File: src/rtl/surfturf_cmd_pkg.sv
// Shared field layout, widths and helpers for the surfturf command word builder.
// RACKBUS_RUNCMD_BITS / RACKBUS_TRIG_BITS normally come from rackbus.vh; defaults apply if absent.
`ifndef RACKBUS_RUNCMD_BITS
`define RACKBUS_RUNCMD_BITS 2
`endif
`ifndef RACKBUS_TRIG_BITS
`define RACKBUS_TRIG_BITS 15
`endif

package surfturf_cmd_pkg;
   localparam int RUNCMD_W  = `RACKBUS_RUNCMD_BITS;
   localparam int TRIG_W    = `RACKBUS_TRIG_BITS;
   localparam int FW_W      = 8;
   localparam int MARK_W    = 2;
   localparam int SEQ_W     = 3;
   localparam int CMD_W     = 32;
   localparam int CNT_W     = 8;

   localparam int TRIG_LSB    = 0;
   localparam int RUNCMD_LSB  = TRIG_LSB + TRIG_W;
   localparam int FW_LSB      = RUNCMD_LSB + RUNCMD_W;
   localparam int FW_PRES_BIT = FW_LSB + FW_W;
   localparam int MARK_LSB    = FW_PRES_BIT + 1;
   localparam int SEQ_LSB     = MARK_LSB + MARK_W;
   localparam int PAR_BIT     = SEQ_LSB + SEQ_W;

   localparam logic [CMD_W-1:0] IDLE_WORD = '0;

   // Field order mirrors the bit offsets above, MSB first.
   typedef struct packed {
      logic                par;
      logic [SEQ_W-1:0]    seq;
      logic [MARK_W-1:0]   mark;
      logic                fw_pres;
      logic [FW_W-1:0]     fw;
      logic [RUNCMD_W-1:0] runcmd;
      logic [TRIG_W-1:0]   trig;
   } cmd_word_t;

   // Bit that makes the full word even parity.
   function automatic logic even_par(input logic [CMD_W-2:0] v);
      return ^v;
   endfunction
endpackage

File: src/rtl/surfturf_cmd_frame_timer.sv
// Free-running frame counter; load is high on the last cycle of each frame.
module surfturf_cmd_frame_timer
   import surfturf_cmd_pkg::*;
#(
   parameter int FRAME_LEN = 8
) (
   input  logic clk,
   input  logic rst_n,
   output logic load
);
   localparam logic [CNT_W-1:0] LAST = CNT_W'(FRAME_LEN - 1);

   logic [CNT_W-1:0] cnt;

   always_ff @(posedge clk or negedge rst_n) begin
      if (!rst_n)
         cnt <= '0;
      else if (cnt == LAST)
         cnt <= '0;
      else
         cnt <= cnt + 1'b1;
   end

   assign load = (cnt == LAST);
endmodule

File: src/rtl/surfturf_cmd_builder.sv
// Packs fw/runcmd/trig beats into one 32-bit command word per frame.
// Optional CMD_PARITY_EN: bit 31 makes the word even parity (0 when undefined).
module surfturf_cmd_builder
   import surfturf_cmd_pkg::*;
#(
   parameter int FRAME_LEN = 8
) (
   input  logic                sysclk_i,
   input  logic                sysrst_n_i,
   input  logic                disable_rxclk_i,
   input  logic [FW_W-1:0]     fw_tdata,
   input  logic                fw_tvalid,
   output logic                fw_tready,
   input  logic [MARK_W-1:0]   fw_mark_i,
   output logic                fw_marked_o,
   input  logic [RUNCMD_W-1:0] runcmd_tdata,
   input  logic                runcmd_tvalid,
   output logic                runcmd_tready,
   input  logic [TRIG_W-1:0]   trig_tdata,
   input  logic                trig_tvalid,
   output logic                trig_tready,
   output logic [CMD_W-1:0]    cmd_o,
   output logic                cmd_valid_o
);
   logic             load;
   logic             en;
   logic [SEQ_W-1:0] seq;
   cmd_word_t        word;

   surfturf_cmd_frame_timer #(.FRAME_LEN(FRAME_LEN)) u_timer (
      .clk   (sysclk_i),
      .rst_n (sysrst_n_i),
      .load  (load)
   );

   // Counter is cleared in reset, so load (and every tready) is low then too.
   assign en            = load & ~disable_rxclk_i;
   assign fw_tready     = en & fw_tvalid;
   assign runcmd_tready = en & runcmd_tvalid;
   assign trig_tready   = en & trig_tvalid;

   always_comb begin
      word = '0;
      if (trig_tready)   word.trig   = trig_tdata;
      if (runcmd_tready) word.runcmd = runcmd_tdata;
      if (fw_tready) begin
         word.fw      = fw_tdata;
         word.fw_pres = 1'b1;
      end
      word.mark = fw_mark_i;
      word.seq  = seq;
`ifdef CMD_PARITY_EN
      word.par  = even_par(word[CMD_W-2:0]);
`endif
   end

   always_ff @(posedge sysclk_i or negedge sysrst_n_i) begin
      if (!sysrst_n_i) begin
         seq         <= '0;
         cmd_o       <= IDLE_WORD;
         cmd_valid_o <= 1'b0;
         fw_marked_o <= 1'b0;
      end else begin
         cmd_valid_o <= load;
         fw_marked_o <= en & (|fw_mark_i);
         if (load) cmd_o <= en ? CMD_W'(word) : IDLE_WORD;
         // Disabled (idle) frames do not consume a sequence number.
         if (en) seq <= seq + 1'b1;
      end
   end
endmodule
File: config.mk
export PLATFORM = sky130hd
export DESIGN_NAME = surfturf_cmd_builder
export DESIGN_NICKNAME = d
export VERILOG_FILES = /design/src/rtl/surfturf_cmd_pkg.sv /design/src/rtl/surfturf_cmd_frame_timer.sv /design/src/rtl/surfturf_cmd_builder.sv
export SDC_FILE = /design/constraint.sdc
export NUM_CORES = 1
export LEC_CHECK = 0
export BUFFER_PORTS_ARGS = -buffer_cell sky130_fd_sc_hd__clkbuf_2
export CAP_MARGIN = 20
export CORE_UTILIZATION = 37
export DETAILED_ROUTE_END_ITERATION = 8
export GPL_TIMING_DRIVEN = 1
export PLACE_DENSITY_LB_ADDON = 0.08
export SLEW_MARGIN = 30
export SYNTH_ARGS = -nofsm -noshare
export SYNTH_HDL_FRONTEND = slang
export SYNTH_HIERARCHICAL = 1
export SYNTH_SLANG_ARGS = --single-unit
File: constraint.sdc
create_clock -name sysclk_i -period 2.6 [get_ports sysclk_i]
set_clock_uncertainty 0.1 [all_clocks]
set_input_delay 0.13 -clock sysclk_i [delete_from_list [all_inputs] [get_ports sysclk_i]]
set_output_delay 0.13 -clock sysclk_i [all_outputs]
set_load 0.02 [all_outputs]
==> out/qor.txt, run 1 <==
outcome = complete, no violations
final worst slack = 0.4260 ns
DR vias/cell = 4.618
first-pass GRT wire length = 6.844 mm
Mapped Nets = 188
clk sinks = 44
# nets final = 284
Setup Viol. Count Final = 0
RSZ-0062 raised after global routing = no
crit path time final = 2.174 ns
pre-CTS setup slack = 0.7213 ns
die area = 0.005243 mm2
number of synthesized flops with an enable pin = 0
Clock Latency Late Sink = 0.29 ns
Detailed Routing Iterations Pass 1 = 4
clock-pin slew on the worst setup and hold paths = 0.07 ns
asr flop ratio synth = 1.000
Worst EP required = 2.37 ns
CP Capture Type = output port
Num CTS Buffers = 5
top post-synthesis cells by area = dfrtp_1, o2bb2ai_1, nand2_1
crit path kind = register to output port
syn_area_per_cell = 11.99 um2
WP data arrival = 1.94 ns
Final Max Slew Viols = 0
worst hold margin = 0.003165 ns
fmax = 460.0 MHz
Detailed Place HPWL = 2.715 mm
# fillers = 427
Die Y-Extent = 72.41 um
overall die width = 72.41 um
gr usage total = 0.1730
I/O Buffers = 68
Ant. Diodes = 0
GRT overflow = 0
Synth top area share = 0.6003
core area = 0.004755 mm2
layout cell share with drive strength beyond 1 = 0.3280
synthesized cell area = 0.001834 mm2
cell taking the most area after synthesis = dfrtp_1
Rows = 25
I/O pin count = 70
Worst Setup Start Kind = register
Max-slew headroom = 0.6014
Fin. Hold Viols = 0
ys flop type = dfrtp_1
DRC Markers = 0
LEAKAGE = 1.278 nW
PwrDens = 557.6 mW/mm2
Initial DRC Count = 47
Worst Tran Pin Value = 0.5979 ns
vias in the first global route = 1,495
P&R area growth vs syn = 42.09%
Synth top cells by count = dfrtp_1, nand2_1, o2bb2ai_1, buf_2, nand3b_1
final WL = 4.132 mm
sequential element share of the synthesized area = 0.6003
postcts setup bufs = 0
largest fanout on the critical path = 7
remaining antenna violation count = 0
most common cell in the synthesized netlist = dfrtp_1
Worst R2R Setup Slack = 0.43 ns
CTS tree = built
vias = 1,464
Root Driver = clkbuf_8
worst hold path class = primary input to register
Ys Warns = 6
Yosys reg bits = 44
CTS HTree Levels = 2
period utilization = 0.8361
Design Power = 1.453 mW
cells after synthesis = 153
drt wl/cell = 13.03 um
Longest Clk Path Bufs = 2
TNS Setup = 0 ns
initial antenna violation count = 0
unique cell type count in the Yosys netlist = 29
Starting Density = 0.3858
Max VDD drop = 0.3805 mV
maxcap violations = 0
Routability Congestion = 0.6946
largest net degree at the start of global routing = 45
utilization after layout = 0.5482
[registers in the layout, summed over array words and instances (netlist names)]
register and cells:
cmd_o 31, cmd_valid_o 1, fw_marked_o 1, u_timer/cnt 8, seq 3
[cell type report]
cell class	count	area [um2]	share of cell area
clock buffers	6	72.57	0.02784
multi-input cells	94	646.9	0.2482
inverters	5	18.77	0.007201
repair buffers	99	648.1	0.2487
clock inverters	2	35.03	0.01344
well taps	67	83.83	0.03217
flip-flops and latches	44	1101	0.4225
[critical path, stage by stage, from the launching register on]
cell      delay [ns]
dfrtp_1         0.43
nor4_2          0.31
and4b_1         0.32
nor2b_4         0.27
and2_1          0.16
clkbuf_2        0.16
[layout by cell type, fill, tap and decap left out, types with 3 or more instances in the layout]
cell type       n
o21ai_0         4
nand3_1         3
and3_1          3
clkbuf_2       67
nor2_1          3
nand3b_1        5
clkbuf_8        5
nand2_1        26
xnor2_1         3
dfrtp_1        44
inv_1           4
dlygate4sd3_1  29
o2bb2ai_1      25
xor2_1          4
[where the power goes]
part | switching, mW | internal (mW)
Combinational | 0.0931 | 0.0974
Sequential | 0.0303 | 0.727
Clock | 0.220 | 0.285
[worst paths after layout]
path | start | endpoint | depth (start not counted)
min reg2reg | seq[2]$_DFFE_PN0N_ | seq[2]$_DFFE_PN0N_ | 1
max | u_timer/cnt[4]$_DFF_PN0_ | trig_tready | 5
min | fw_mark_i[1] | cmd_o[27]$_DFFE_PN0P_ | 3
min in group asynchronous | sysrst_n_i | cmd_o[5]$_DFFE_PN0P_ | 2
max reg2reg | u_timer/cnt[4]$_DFF_PN0_ | fw_marked_o$_DFF_PN0_ | 5
max in group asynchronous | sysrst_n_i | cmd_o[30]$_DFFE_PN0P_ | 2
[kinds of logic after synthesis]
family,count (synthesis),synth area share
compound gates,34,0.1528
xor+xnor,7,0.03342
fa+ha+maj,2,0.01364
buf+inv,15,0.04706
flops,44,0.6003
mux,1,0.008183
other cells,1,0.002044
simple gates,49,0.1426
[metrics by stage]
step                      area, um2  cells
after CTS                      2606    317
final                          2606    317
after global placement         2206    280
after global routing           2606    317
after floorplan                1834    153
after detailed placement       2208    280
[what timing repair did]
action	4_1_cts	5_1_grt
hold buffers	29	0
gates resized for setup	0	0
endpoints found under the hold margin	72	0
[layer usage]
metal	up-vias	routed length, um	GRT usage
met3	5	204	0.04861
met5	-	0	0
met2	51	1940	0.2793
met1	690	1950	0.2235
li1	718	-	-
met4	0	38	0.06100
No activity file was read; power rests on OpenSTA's default activity.
==> run 2: changes to the inputs <==
==> constraint.sdc (replaced) <==
create_clock -name sysclk_i -period 2.13 [get_ports sysclk_i]
set_clock_uncertainty 0.1 [all_clocks]
set_input_delay 0.1065 -clock sysclk_i [delete_from_list [all_inputs] [get_ports sysclk_i]]
set_output_delay 0.1065 -clock sysclk_i [all_outputs]
set_load 0.02 [all_outputs]
==> run 2 against run 1 <==
Sequential share of layout area is 1.1 points lower. Critical endpoint is now runcmd_tready. Global-route usage is 0.61 points higher. Count of clock-buffer cells in the layout is 1 lower. Combinational power is 25% higher.
==> out/qor.txt, run 2 (synthesized netlist as in run 1, its figures left out) <==
Worst EP required = 1.92 ns (-0.45 ns)
Finished Layout Cells = 324 (+2.2%)
TNS Setup = 0 ns (unchanged)
initial antenna violation count = 0 (unchanged)
min-delay src = runcmd_tvalid
utilization after layout = 0.5634 (+0.01526)
period utilization = 0.9747
launching point of the worst reg2reg path = u_timer/cnt[5]$_DFF_PN0_
# nets final = 291 (+2.5%)
Hold Path Sink = cmd_o[15]$_DFFE_PN0P_
Setup Viol. Count Final = 0 (unchanged)
clk sinks = 44 (unchanged)
Fin. Hold Viols = 0 (unchanged)
crit-path cells = nor4_4, and4b_2, nor2b_4, and2_1, clkbuf_2
commonest non-fill, non-tap cell in the layout = clkbuf_2
Largest register FFs = 31 (unchanged)
gr usage total = 0.1791 (+0.006084)
Routability Congestion = 0.8399 (+21%)
outcome = complete, no violations
Root Driver = clkbuf_8
Clock Power Share = 0.359 (+0.011)
Largest regs = cmd_o (31), u_timer/cnt (8), seq (3)
Final Max Slew Viols = 0 (unchanged)
final worst slack = 0.05399 ns (-0.3720 ns)
# fillers = 420 (-1.6%)
pre-CTS setup slack = 0.1958 ns (-0.5255 ns)
vias = 1,538 (+5.1%)
final WL = 4.420 mm (+7.0%)
die area = 0.005243 mm2 (unchanged)
Placed Instances = 281 (+0.36%)
Logic pwr share = 0.131 (about the same)
Internal = 1.362 mW (+23%)
WP data arrival = 1.87 ns (-0.07 ns)
core area = 0.004755 mm2 (unchanged)
Longest Clk Path Bufs = 2 (unchanged)
Rows = 25 (unchanged)
Sequential Power Share = 0.510 (-0.011)
sw power = 0.4514 mW (+31%)
CP peak stage delay = 0.43 ns (about the same)
Max VDD drop = 0.3469 mV (-8.8%)
CP Capture Type = output port
Sw Ratio = 0.2489 (+0.01245)
hold path cells = 3 (unchanged)
Design Power = 1.814 mW (+25%)
Critical-path top delay cell = dfrtp_2
clock-pin slew on the worst setup and hold paths = 0.08 ns (about the same)
remaining antenna violation count = 0 (unchanged)
drt wl/cell = 13.64 um (+4.7%)
Clock Latency Late Sink = 0.30 ns (about the same)
DRC Markers = 0 (unchanged)
overall die width = 72.41 um (unchanged)
CTS HTree Levels = 2 (unchanged)
vias in the first global route = 1,559 (+4.3%)
PwrDens = 677.0 mW/mm2 (+21%)
crit path time final = 2.076 ns
Initial DRC Count = 63 (+34%)
largest fanout on the critical path = 4 (-3)
I/O pin count = 70 (unchanged)
LEAKAGE = 1.315 nW (+2.8%)
GRT overflow = 0 (unchanged)
Ant. Diodes = 0 (unchanged)
FF-to-FF End = seq[1]$_DFFE_PN0N_
Die Y-Extent = 72.41 um (unchanged)
Worst Setup Start Kind = register
maxcap violations = 0 (unchanged)
Critical Path Start = u_timer/cnt[5]$_DFF_PN0_
DR vias/cell = 4.747 (+2.8%)
P&R area growth vs syn = 46.04%
worst hold path class = primary input to register
Detailed Place HPWL = 2.913 mm (+7.3%)
Worst R2R Setup Slack = 0.19 ns (-0.24 ns)
Num CTS Buffers = 5 (unchanged)
Detailed Routing Iterations Pass 1 = 3 (-1)
Top reg by flops = cmd_o
crit path kind = register to output port
layout cell share with drive strength beyond 1 = 0.3619 (+0.03387)
first-pass GRT wire length = 7.072 mm (+3.3%)
most frequent cells in the layout = clkbuf_2, dfrtp_1, dlygate4sd3_1
R2R cell count = 5 (unchanged)
Starting Density = 0.3858 (unchanged)
fmax = 481.7 MHz
CTS tree = built
largest net degree at the start of global routing = 30 (-33%)
I/O Buffers = 68 (unchanged)
run 2: power by group through the flow:
stage	Clock [mW]	Sequential, mW	Combinational [mW]
4_1_cts	0.673	0.925	0.242
3_5_place_dp	0	0.941	0.199
6_report	0.651	0.925	0.238
5_1_grt	0.704	0.933	0.264
3_3_place_gp	0	0.938	0.194
2_1_floorplan	0	0.972	0.0683
run 2: metal layers:
metal | wire, um | up-vias | GRT usage
met5 | 0 | - | 0
met3 | 199 | 6 | 0.05139
met2 | 2115 | 50 | 0.3001
met1 | 2039 | 747 | 0.2194
met4 | 66 | 0 | 0.06754
li1 | - | 735 | -
run 2: critical path, delay by kind of cell, from the launching register on:
kind | cells | cell delay, ns
and+or+nand+nor | 4 | 0.98
DFF | 1 | 0.43
buffers and inverters | 1 | 0.16
run 2: area by class of cell:
class,count,area [um2],area share
flip-flops and latches,44,1104,0.4120
clock inverters,3,46.29,0.01728
clock buffers,5,68.82,0.02569
multi-input cells,94,656.9,0.2452
repair buffers,106,698.2,0.2606
inverters,5,21.27,0.007940
well taps,67,83.83,0.03129
run 2: how the worst max path moves through the flow:
stage                                    end  slack [ns]  depth (start not counted)
after floorplan           seq[1]$_DFFE_PN0N_        0.27                          6
after global placement    seq[1]$_DFFE_PN0N_        0.29                          4
after detailed placement  seq[1]$_DFFE_PN0N_        0.20                          4
after CTS                        trig_tready        0.01                          5
after global routing             trig_tready       -0.02                          5
final                          runcmd_tready        0.05                          5
run 2: through the flow:
| step | instance area, um2 | hold WS, ns |
|---|---|---|
| floorplan | 1834 | -0.2891 |
| global placement | 2213 | -0.05886 |
| detailed placement | 2213 | -0.05040 |
| CTS | 2648 | 0.01937 |
| global route | 2679 | 0.04395 |
| finish | 2679 | 0.01699 |
run 2: repair_timing:
action	CTS	global route
pin swaps	1	2
gates cloned	0	0
endpoints found under the setup margin	3	3
hold buffers	29	0
endpoints found under the hold margin	44	0
setup buffers	2	4
resized for setup	4	2
==> run 3: changes to the inputs <==
==> constraint.sdc (replaced) <==
create_clock -name sysclk_i -period 2.13 [get_ports sysclk_i]
set_clock_uncertainty 0.1 [all_clocks]
set_input_delay 0.639 -clock sysclk_i [delete_from_list [all_inputs] [get_ports sysclk_i]]
set_output_delay 0.639 -clock sysclk_i [all_outputs]
set_load 0.02 [all_outputs]
==> run 3 against run 2 <==
The run now ends with setup timing left. Global-route usage decreased by 0.86 points. Critical endpoint unchanged. Sequential share of layout area rose by 2.9 points. Highest routed layer unchanged. Worst setup slack lost 0.37 ns. Count of clock-buffer cells in the layout grew 3. Register-to-register slack got worse by 0.07 ns. Non-clock buffer count decreased by 17. Flip-flop and latch count did not move. Fmax is 15% lower.
==> out/qor.txt, run 3 (synthesized netlist as in run 1, its figures left out) <==
outcome = complete, but fails checks
failing checks = setup timing
largest fanout on the critical path = 3 (-1)
pre-CTS setup slack = -0.1078 ns (-0.3036 ns)
largest net degree at the start of global routing = 28 (-6.7%)
Detailed Place HPWL = 3.155 mm (+8.3%)
# nets final = 274 (-5.8%)
DR vias/cell = 4.759 (+0.25%)
most frequent cells in the layout = clkbuf_2, dfrtp_1, nand2_1
CTS HTree Levels = 2 (unchanged)
Post-DP Area = 0.002328 mm2 (+5.2%)
Max-slew headroom = 0.6344
RSZ-0062 raised after global routing = yes
final worst slack = -0.3111 ns (-0.3650 ns)
WP data arrival = 1.70 ns (-0.17 ns)
Rows = 25 (unchanged)
Worst EP required = 1.39 ns (-0.53 ns)
crit path kind = register to output port
Largest regs = cmd_o (31), u_timer/cnt (8), seq (3)
Ant. Diodes = 0 (unchanged)
Die Y-Extent = 72.41 um (unchanged)
Starting Density = 0.3858 (unchanged)
Seq. cell area = 0.001101 mm2 (-0.23%)
remaining antenna violation count = 0 (unchanged)
clk sinks = 44 (unchanged)
P&R area growth vs syn = 36.22%
# fillers = 442 (+5.2%)
layout cell share with drive strength beyond 1 = 0.4292 (+0.06730)
Worst Tran Pin Value = 0.5483 ns
Longest Clk Path Bufs = 2 (unchanged)
WL met2 = 2.055 mm (-2.8%)
Initial DRC Count = 53 (-16%)
final WL = 4.268 mm (-3.4%)
worst hold path class = primary input to async pin
maxcap violations = 0 (unchanged)
core area = 0.004755 mm2 (unchanged)
fmax = 409.7 MHz (-15%)
I/O Buffers = 68 (unchanged)
Detailed Routing Iterations Pass 1 = 4 (+1)
CTS tree = built
fin area = 0.002499 mm2 (-6.7%)
clock-pin slew on the worst setup and hold paths = 0.07 ns (about the same)
Worst Setup Start Kind = register
initial antenna violation count = 0 (unchanged)
Root Driver = clkbuf_8
Num CTS Buffers = 5 (unchanged)
Multi-input gate area = 659.4 um2 (+0.38%)
I/O pin count = 70 (unchanged)
Largest register FFs = 31 (unchanged)
Final Max Slew Viols = 0 (unchanged)
drt wl/cell = 13.90 um (+1.9%)
Clock Latency Late Sink = 0.29 ns (about the same)
crit path time final = 2.441 ns (+0.3650 ns)
utilization after layout = 0.5255 (-0.03789)
CP Capture Type = output port
Routability Congestion = 0.7893 (-6.0%)
Setup Viol. Count Final = 3 (+3)
Top reg by flops = cmd_o
DRC Markers = 0 (unchanged)
overall die width = 72.41 um (unchanged)
WL met3 = 226 um (+14%)
metal1 wirelength = 1.880 mm (-7.8%)
Fin. Hold Viols = 0 (unchanged)
vias in the first global route = 1,445 (-7.3%)
period utilization = 1.146 (+0.1714)
cts hold-fix bufs = 0 (-100%)
LEAKAGE = 1.257 nW (-4.4%)
TNS Setup = -0.9275 ns (-0.9275 ns)
die area = 0.005243 mm2 (unchanged)
uppermost routed layer = met4
Max VDD drop = 0.4731 mV (+36%)
PwrDens = 662.7 mW/mm2 (-2.1%)
GRT overflow = 0 (unchanged)
first-pass GRT wire length = 6.727 mm (-4.9%)
commonest non-fill, non-tap cell in the layout = clkbuf_2
vias = 1,461 (-5.0%)
gr usage total = 0.1705 (-0.008628)
==> run 3: critical path, cell delays in order, from the launching register on <==
cell and delay [ns]:
dfrtp_1 0.39, nor4_2 0.30, and4b_1 0.26, nor2b_4 0.20, and2_4 0.17, buf_8 0.10
==> run 3: path summary, 6_finish.rpt <==
| check | start | to | slack, ns | depth (start not counted) |
|---|---|---|---|---|
| hold / removal | sysrst_n_i | cmd_o[8]$_DFFE_PN0P_ | 0.22 | 1 |
| setup / recovery | u_timer/cnt[7]$_DFF_PN0_ | runcmd_tready | -0.31 | 5 |
| setup reg to reg | u_timer/cnt[7]$_DFF_PN0_ | seq[1]$_DFFE_PN0N_ | 0.12 | 7 |
| hold reg to reg | seq[2]$_DFFE_PN0N_ | seq[2]$_DFFE_PN0N_ | 0.39 | 1 |
| min in group sysclk_i | seq[2]$_DFFE_PN0N_ | seq[2]$_DFFE_PN0N_ | 0.39 | 1 |
| max in group asynchronous | sysrst_n_i | fw_marked_o$_DFF_PN0_ | 1.20 | 2 |
==> run 3: cell type report <==
| type | count | share of cell area |
|---|---|---|
| inverter | 5 | 0.008513 |
| timing repair buffer | 89 | 0.2173 |
| tap | 67 | 0.03355 |
| multi-input combinational | 94 | 0.2639 |
| sequential | 44 | 0.4407 |
| clock buffer | 8 | 0.03605 |
==> run 3: stage by stage <==
stage,hold slack [ns],cells,power (mW)
2_1_floorplan,0.2434,153,1.041
3_3_place_gp,0.3679,293,1.138
3_5_place_dp,0.3762,293,1.149
4_1_cts,0.2290,306,1.675
5_1_grt,0.2495,307,1.746
6_report,0.2200,307,1.656
==> run 3: per-layer routing <==
layer / track usage / vias to the layer above
met5: 0 / -
met2: 0.2804 / 46
met1: 0.2094 / 709
li1: - / 696
met4: 0.07407 / 0
met3: 0.04861 / 10
==> run 3: repair_timing <==
item                       in CTS  in global routing
buffers inserted                5                  1
hold endpoints to repair        0                  0
resized for setup               8                  2
pin swaps                       3                  4
setup endpoints to repair       3                  3
==> run 3: power breakdown <==
part	total (mW)	switching (mW)	leakage, nW	internal [mW]
clock network	0.529	0.265	0.0455	0.265
registers	0.925	0.0379	0.586	0.887
logic	0.201	0.110	0.626	0.0916
total	1.66	0.412	1.26	1.24
